`src/rtl/cpu_pkg.sv`:
```
// Shared definitions for the instruction loader and the bit-serial CPU core.
package cpu_pkg;

  // Field widths of the instruction word and of the switch byte.
  localparam int OPCODE_W = 4;
  localparam int INSTR_W  = 12;
  localparam int BYTE_W   = 8;

  // Load FSM encodings. The value 2'd3 is unused and recovers to WAIT_LO.
  localparam logic [1:0] LD_WAIT_LO = 2'd0;
  localparam logic [1:0] LD_WAIT_HI = 2'd1;
  localparam logic [1:0] LD_LOADED  = 2'd2;

endpackage

```
`src/rtl/btn_debounce.sv`:
```
// Push-button front end: synchroniser, debounce counter and press detection.
// press is the internal one-cycle event in the cycle after the debounced level rises.
// btn_edge is the registered copy of press, so it is high in the following cycle.
module btn_debounce #(
  parameter int  SYNC_STAGES     = 2,
  parameter int  DEBOUNCE_CYCLES = 4,
  localparam int CNT_W           = $clog2(DEBOUNCE_CYCLES + 1)
) (
  input  logic clk,
  input  logic rst,
  input  logic btn_raw,
  output logic press,
  output logic btn_edge
);

  localparam logic [CNT_W-1:0] CNT_LAST = CNT_W'(DEBOUNCE_CYCLES - 1);

  logic [SYNC_STAGES-1:0] sync_r;
  logic                   btn_sync_s;
  logic [CNT_W-1:0]       cnt_r;
  logic [CNT_W-1:0]       cnt_nxt_s;
  logic                   deb_r;
  logic                   deb_nxt_s;
  logic                   deb_prev_r;
  logic                   btn_edge_r;

  assign btn_sync_s = sync_r[SYNC_STAGES-1];
  assign press      = deb_r & ~deb_prev_r;
  assign btn_edge   = btn_edge_r;

  // Shift the raw button through the synchroniser chain.
  always_ff @(posedge clk) begin
    if (rst) begin
      sync_r <= {SYNC_STAGES{1'b0}};
    end else begin
      sync_r <= {sync_r[SYNC_STAGES-2:0], btn_raw};
    end
  end

  // Count consecutive cycles that disagree with the debounced level; toggle when the count is full.
  always_comb begin
    cnt_nxt_s = cnt_r;
    deb_nxt_s = deb_r;
    if (btn_sync_s == deb_r) begin
      cnt_nxt_s = {CNT_W{1'b0}};
    end else if (cnt_r == CNT_LAST) begin
      deb_nxt_s = ~deb_r;
      cnt_nxt_s = {CNT_W{1'b0}};
    end else begin
      cnt_nxt_s = cnt_r + CNT_W'(1);
    end
  end

  // Hold the debounce state and register the press pulse.
  always_ff @(posedge clk) begin
    if (rst) begin
      cnt_r      <= {CNT_W{1'b0}};
      deb_r      <= 1'b0;
      deb_prev_r <= 1'b0;
      btn_edge_r <= 1'b0;
    end else begin
      cnt_r      <= cnt_nxt_s;
      deb_r      <= deb_nxt_s;
      deb_prev_r <= deb_r;
      btn_edge_r <= press;
    end
  end

endmodule

```
`src/rtl/instr_loader.sv`:
```
// Instruction loader: two button presses assemble {opcode, instr} from the switch byte,
// a third press is the execute press that hands the instruction to the core.
// opcode/instr only change together on the high-byte press, so the core never sees a
// half-loaded word; the previous instruction stays visible while the next one loads.
module instr_loader
  import cpu_pkg::*;
#(
  parameter int SYNC_STAGES     = 2,
  parameter int DEBOUNCE_CYCLES = 4
) (
  input  logic                clk,
  input  logic                rst,
  input  logic [BYTE_W-1:0]   data_in,
  input  logic                btn_raw,
  output logic [OPCODE_W-1:0] opcode,
  output logic [INSTR_W-1:0]  instr,
  output logic                inst_done,
  output logic                btn_edge,
  output logic [1:0]          load_state
);

  logic                press_s;
  logic [1:0]          state_r;
  logic [1:0]          state_nxt_s;
  logic [BYTE_W-1:0]   lo_byte_r;
  logic [BYTE_W-1:0]   lo_byte_nxt_s;
  logic [OPCODE_W-1:0] opcode_r;
  logic [OPCODE_W-1:0] opcode_nxt_s;
  logic [INSTR_W-1:0]  instr_r;
  logic [INSTR_W-1:0]  instr_nxt_s;
  logic                inst_done_r;
  logic                inst_done_nxt_s;

  btn_debounce #(
    .SYNC_STAGES     (SYNC_STAGES),
    .DEBOUNCE_CYCLES (DEBOUNCE_CYCLES)
  ) u_btn_debounce (
    .clk      (clk),
    .rst      (rst),
    .btn_raw  (btn_raw),
    .press    (press_s),
    .btn_edge (btn_edge)
  );

  assign opcode     = opcode_r;
  assign instr      = instr_r;
  assign inst_done  = inst_done_r;
  assign load_state = state_r;

  // Load FSM state register.
  always_ff @(posedge clk) begin
    if (rst) begin
      state_r <= LD_WAIT_LO;
    end else begin
      state_r <= state_nxt_s;
    end
  end

  // Next state: every press advances one step; the unused encoding falls back to WAIT_LO.
  always_comb begin
    state_nxt_s = state_r;
    case (state_r)
      LD_WAIT_LO: begin
        if (press_s) begin
          state_nxt_s = LD_WAIT_HI;
        end else begin
          state_nxt_s = LD_WAIT_LO;
        end
      end
      LD_WAIT_HI: begin
        if (press_s) begin
          state_nxt_s = LD_LOADED;
        end else begin
          state_nxt_s = LD_WAIT_HI;
        end
      end
      LD_LOADED: begin
        if (press_s) begin
          state_nxt_s = LD_WAIT_LO;
        end else begin
          state_nxt_s = LD_LOADED;
        end
      end
      default: begin
        state_nxt_s = LD_WAIT_LO;
      end
    endcase
  end

  // Datapath next values: stage the low byte, commit both fields at once on the high byte.
  // inst_done survives the execute press cycle and drops once the FSM is back in WAIT_LO.
  always_comb begin
    lo_byte_nxt_s   = lo_byte_r;
    opcode_nxt_s    = opcode_r;
    instr_nxt_s     = instr_r;
    inst_done_nxt_s = inst_done_r;
    case (state_r)
      LD_WAIT_LO: begin
        inst_done_nxt_s = 1'b0;
        if (press_s) begin
          lo_byte_nxt_s = data_in;
        end else begin
          lo_byte_nxt_s = lo_byte_r;
        end
      end
      LD_WAIT_HI: begin
        if (press_s) begin
          opcode_nxt_s    = data_in[7:4];
          instr_nxt_s     = {data_in[3:0], lo_byte_r};
          inst_done_nxt_s = 1'b1;
        end else begin
          inst_done_nxt_s = inst_done_r;
        end
      end
      LD_LOADED: begin
        inst_done_nxt_s = inst_done_r;
      end
      default: begin
        inst_done_nxt_s = 1'b0;
      end
    endcase
  end

  // Datapath and output registers.
  always_ff @(posedge clk) begin
    if (rst) begin
      lo_byte_r   <= {BYTE_W{1'b0}};
      opcode_r    <= {OPCODE_W{1'b0}};
      instr_r     <= {INSTR_W{1'b0}};
      inst_done_r <= 1'b0;
    end else begin
      lo_byte_r   <= lo_byte_nxt_s;
      opcode_r    <= opcode_nxt_s;
      instr_r     <= instr_nxt_s;
      inst_done_r <= inst_done_nxt_s;
    end
  end

endmodule

```
`config.mk`:
```
export PLATFORM = sky130hd
export DESIGN_NAME = instr_loader
export DESIGN_NICKNAME = d
export VERILOG_FILES = /design/src/rtl/cpu_pkg.sv /design/src/rtl/btn_debounce.sv /design/src/rtl/instr_loader.sv
export SDC_FILE = /design/constraint.sdc
export NUM_CORES = 1
export LEC_CHECK = 0
export BUFFER_PORTS_ARGS = -buffer_cell sky130_fd_sc_hd__buf_2
export CAP_MARGIN = 20
export CORE_MARGIN = 10
export CORE_UTILIZATION = 53
export DETAILED_ROUTE_END_ITERATION = 16
export PLACE_DENSITY = 0.8
export SLEW_MARGIN = 20
export SYNTH_ARGS = -nofsm -noshare
export SYNTH_HDL_FRONTEND = slang
export SYNTH_SLANG_ARGS = --single-unit
```
`constraint.sdc`:
```
create_clock -name clk -period 3.09 [get_ports clk]
set_input_delay 0.4635 -clock clk [delete_from_list [all_inputs] [get_ports clk]]
set_output_delay 0.4635 -clock clk [all_outputs]
set_load 0.02 [all_outputs]
```
== Word-level counts from Yosys, hierarchy flattened ==
Index checks and enable logic that the tools add are counted.
Word-level totals
  flip-flop bits (word level): 35
  bits of input ports: 11
  output and inout bits: 20
Operators by class
  $add $sub $neg: 1
  equal/unequal tests: 5
  mux-type cells: 6
  bitwise gates (word level): 5
  reductions and logical operators: 6
Operators with widths (number)
  AND reduction 2 bit: 4
  case mux 2 bit (3 select lines): 1
  two-way mux 2 bit: 2
  NOT 1 bit: 4
  adder 3 x 1 -> 3 bit (second input constant): 1
  == test 3 x 2 -> 1 bit (second input constant): 1
  OR reduction 3 bit: 1
  == test 2 x 1 -> 1 bit (second input constant): 1
  == test 2 bit (second input constant): 1
  zero test 2 bit: 1
  two-way mux 1 bit: 2
  != test 2 bit (second input constant): 1
  case mux 1 bit (2 select lines): 1
  AND 1 bit: 1
  == test 1 bit: 1

== Depth between registers and ports, before layout ==
  word-level depth: 4
  mapped depth: 6
  depth with buffers taken out: 4

== Cells and area by module ==
From an unflattened synthesis, not the netlist that was laid out.
Unflattened totals
  cell total of the unflattened synthesis: 121
  area, all modules: 1372.6 um2
Modules (own cells, without submodules)
  instr_loader: times used 1, cells an instance 99, area each 1102.3 um2, seq. area each 540.5 um2
  btn_debounce: times used 1, cells an instance 22, area each 270.3 um2, seq. area each 160.2 um2

== Least setup slack after synthesis ==
OpenSTA, ideal clock, no wires.
  path type: register to register
  start: reg state_r[0] (netlist: load_state[0])
  end: reg lo_byte_r[4]
  setup time: 0.132 ns
  data arrival time: 1.287 ns
  data required time: 2.958 ns
  slack: 1.671 ns
  stages on the path, launching flop included: 6
  clock period less this slack: 1.419 ns
  path through: dfxtp_1 buf_4 or4b_1 buf_2 nand2_1 a21oi_1
On the way
  word-level cells in the longest chain between the ends: 2
Ends and longest elaborated chain
  start: declaration: RTL line instr_loader.sv:23  | logic [1:0] state_r;
  start signal: assignment: RTL line instr_loader.sv:55  | state_r <= state_nxt_s;
  zero test 2 bit: RTL line instr_loader.sv:97  | case (state_r)
  AND reduction 2 bit (no source line)
  end signal: assignment: RTL line instr_loader.sv:127  | lo_byte_r <= {BYTE_W{1'b0}};
  end signal: assignment: RTL line instr_loader.sv:132  | lo_byte_r <= lo_byte_nxt_s;
  end: declaration: RTL line instr_loader.sv:25  | logic [BYTE_W-1:0] lo_byte_r;
No other way between the ends.
A chain may end at the register's enable or synchronous reset.

== Worst setup path in the final report ==
  start: reg state_r[0] (netlist: load_state[0])
  end: reg opcode_r[3] (netlist: opcode[3])
On the way
  word-level cells in the longest chain between the ends: 2
Ends and longest elaborated chain
  == test 2 x 1 -> 1 bit: RTL line instr_loader.sv:97
  AND reduction 2 bit (no source line)
  end signal: assignment: RTL line instr_loader.sv:128  | opcode_r <= {OPCODE_W{1'b0}};
  end signal: assignment: RTL line instr_loader.sv:133  | opcode_r <= opcode_nxt_s;
  end: declaration: RTL line instr_loader.sv:27  | logic [OPCODE_W-1:0] opcode_r;
No other way between the ends.

==> impl_results.md <==
- Portion of the clock cycle consumed by the worst path in the final layout: 53.6%
- Required time reported for the critical path endpoint: 3.29 ns
- Layout Nets: 184
- Clock tree from TritonCTS: yes
- Clk sink count: 35
- Final critical path time including I/O delays and setup: approximately 1.7 ns
- Antenna-violating nets left: 0
- Synthesized-area fraction occupied by ao, oa, aoi and oai cells: 10.3%
- Unique cell type count in the Yosys netlist: 22
- Fraction of power spent switching nets: 18.5%
- Layout area overhead: 18.2%
- Number of buffers inserted to repair setup after CTS: 0
- Logic pwr share: 1.9%
- Fraction of synthesized area in multiplexers: less than 1%
- Worst Setup Start Kind: flop
- DRC marker count from the first detailed-route iteration: 36
- Via count: ~1000
- Buffers added on ports: 30
- Detail Placement HPWL: 1910 um
- Final routed wire length divided by cell count: 13.1 um
- Number of global-route vias before repair: between 900 and 1000
- Placeable Area: 0.00223 mm2
- Run status: finished, final reports clean
- Proportion of power drawn by flip-flops and latches: 51.9%
- Worst hold start: btn_raw
- Max transition margin: 51.2%
- Setup repair after global routing missed its margin: no
- Worst path max stage delay: 0.64 ns
- Arrival time at the worst endpoint: 1.85 ns
- Max Clk Rate: 0.604 GHz
- Largest family of logic cells by synthesized area: simple AND/OR/NAND/NOR gates
- Fin Clk Skew: 0.00838 ns
- Pre-antenna DRT Iters: 4
- Internal power of the cells: roughly 0.0007 W
- Clock-pin slew on the worst setup and hold paths: 0.10 ns
- Clock network latency to the later pin of the worst-skew pair: 0.34 ns
- Setup TNS: 0 ns
- Post-synthesis xor/xnor area fraction: 2.08%
- Synthesized netlist net count: between 150 and 200
- I/O pin total: 31
- Pin slew with the least headroom to its limit: roughly 0.73 ns
- Global-route usage over all layers: 12.0%
- Simple logic cell fraction of the synthesized area: about a quarter
- # fillers: 189
- Classification of the worst-slack hold path: in2reg
- Share of cells above drive strength 1: 22.1%
- Post-synthesis instance total: 144
- Quantity of gates resized following cts: 0
- Initial antenna violation count: 0
- DRT Wirelength: between 2000 and 3000 um
- Critical Path Source: load_state[0]$_SDFF_PP0_
- Kind of end point of the critical path: flop
- Via density: 4.94
- Yosys Warn Count: 0
- Global-route wire length before repair: 4250 um
- Clk root buf: clkbuf_4
- Non-filler cells, final: 200
- Start-to-end type of the worst setup path: reg2reg
- Starting density of the core: between 50% and 60%
- Pwr dens: 585 mW/mm2
- Area of the mapped netlist: ~0.0013 mm2
- Final hold violation count: 0
- Row count: 17
- Worst ir drop on vdd: 521 uV
- Clock share of power: 46.2%
- Register area share after synthesis: 55.6%
- Reg-to-Reg Start: load_state[0]$_SDFF_PP0_
- Routability cong.: 0.726
- Yosys reg bits: 35
- Number of maximum-capacitance violations: 0
- Worst-path fanout max: 17
- Htree depth: 2
- Residual overflow from global routing: 0
- Die footprint: about 0.0047 mm2
- Area share of fa/ha/maj cells after synthesis: 1.98%
- Switching power summed over all nets: between 0.00015 and 0.0002 W
- Final max-slew violation count: 0
- Final number of setup-violating endpoints: 0
- Maximum buffer depth of the clock tree: 2
- Post-Synthesis Mean Instance Area: 8.76 um2
- Cell type group with the largest total delay on the critical path: simple AND/OR/NAND/NOR gates
- Antenna Cells: 0
- Post-Place Cells: around 190
- Maximum number of pins on one net before global-route repair: 34
- Number of buffer and inverter instances along the worst setup path: 0
- Die Span Y: 68.8 um
- Number of buffers created by CTS: 5
- # hold bufs at CTS: 0
- Number of DRC violations after detailed routing: 0
- CP max stage cell: nand4bb_1
- Critical Path, Cell by Cell: nand4bb_1, nand2_1, a21oi_1
- Width of the die: 68.8 um
- Leakage power: 0.601 nW
## synthesized netlist by cell type
cell type   n  area (um2)
mux2i_1     1        10.0
buf_4       2        15.0
clkbuf_1    3        11.3
nand2b_1    1        6.26
buf_6       1        11.3
and4bb_1    1        12.5
nor2b_1     3        18.8
nor3_1      1        5.00
nand4bb_1   1        11.3
xnor2_1     1        8.76
nor4b_4     1        23.8
nand2_1    48         180
buf_2       4        20.0
or4b_1      1        10.0
nor2_1      6        22.5
a21oi_1    26         130
xor2_1      2        17.5
inv_1       2        7.51
nand3b_1    1        7.51
ha_1        2        25.0
or3_1       1        6.26
dfxtp_1    35         701
## metal layers
metal / track usage [%] / vias up / routed length [um]
met5: 0 / - / 0
met4: 5.17 / 0 / 40
met3: 6.44 / 4 / 213
met2: 19.6 / 30 / 1240
met1: 12.8 / 434 / 1130
li1: - / 520 / -
## flip-flops by register name (all words and copies together) (netlist names)
name and count:
instr 12, lo_byte_r 8, opcode 4, u_btn_debounce.cnt_r 3, load_state 2, u_btn_debounce.sync_r 2
inst_done 1, u_btn_debounce.btn_edge 1, u_btn_debounce.deb_prev_r 1, u_btn_debounce.deb_r 1
## power groups by stage
| stage | Clock (W) | Sequential, W | Combinational [W] |
|---|---|---|---|
| CTS | 0.000408 | 0.000453 | 0.0000161 |
| finish | 0.000403 | 0.000453 | 0.0000162 |
| global route | 0.000428 | 0.000453 | 0.0000179 |
| floorplan | 0 | 0.000463 | 0.00000700 |
| detailed placement | 0 | 0.000463 | 0.0000160 |
| global placement | 0 | 0.000463 | 0.0000158 |
## stage by stage
stage | total power, W | utilization (%) | instance area [um2] | hold slack (ns) | setup WS, ns
floorplan | 0.000470 | - | 1260 | 0.399 | 1.67
global placement | 0.000479 | 62.2 | 1390 | 0.406 | 1.58
detailed placement | 0.000479 | 62.2 | 1390 | 0.418 | 1.46
CTS | 0.000877 | 66.7 | 1490 | 0.330 | 1.44
global route | 0.000899 | 66.7 | 1490 | 0.335 | 1.30
finish | 0.000872 | 66.7 | 1490 | 0.341 | 1.43
## cells in the final DEF, fill, tap and decap left out, types with 2 or more instances in the layout
cell,n
xor2_1,2
nor2b_1,3
ha_1,2
nand2_1,48
buf_2,30
inv_1,2
dfxtp_1,35
bufinv_16,2
a21oi_1,26
nor2_1,6
clkbuf_4,5
## worst paths after layout
kind / to / slack [ns] / cells after the start
max reg2reg: opcode[3]$_SDFFE_PP0P_ / 1.43 / 3
max: opcode[3]$_SDFFE_PP0P_ / 1.43 / 3
min reg2reg: u_btn_debounce.cnt_r[0]$_SDFF_PP0_ / 0.43 / 1
min: u_btn_debounce.sync_r[0]$_SDFF_PP0_ / 0.34 / 2
## final cells by class
cell class / instances / area [um2] / share of cell area (%)
flip-flops and latches: 35 / 701 / 47.0
multi-input cells: 97 / 495 / 33.2
repair buffers: 30 / 150 / 10.1
clock inverters: 2 / 60.1 / 4.03
clock buffers: 6 / 41.3 / 2.77
well taps: 28 / 35.0 / 2.35
inverters: 2 / 7.51 / 0.504
## kinds of logic (layout without fill, tap and decap cells)
family / Yosys count / count (layout)
AO/OA/AOI/OAI: 26 / 26
XOR/XNOR: 3 / 3
adder cells (fa/ha/maj): 2 / 2
buffers and inverters: 12 / 40
flip-flops: 35 / 35
multiplexers: 1 / 1
AND/OR/NAND/NOR: 65 / 65
Note: power is estimated with default switching activity, not from simulation.
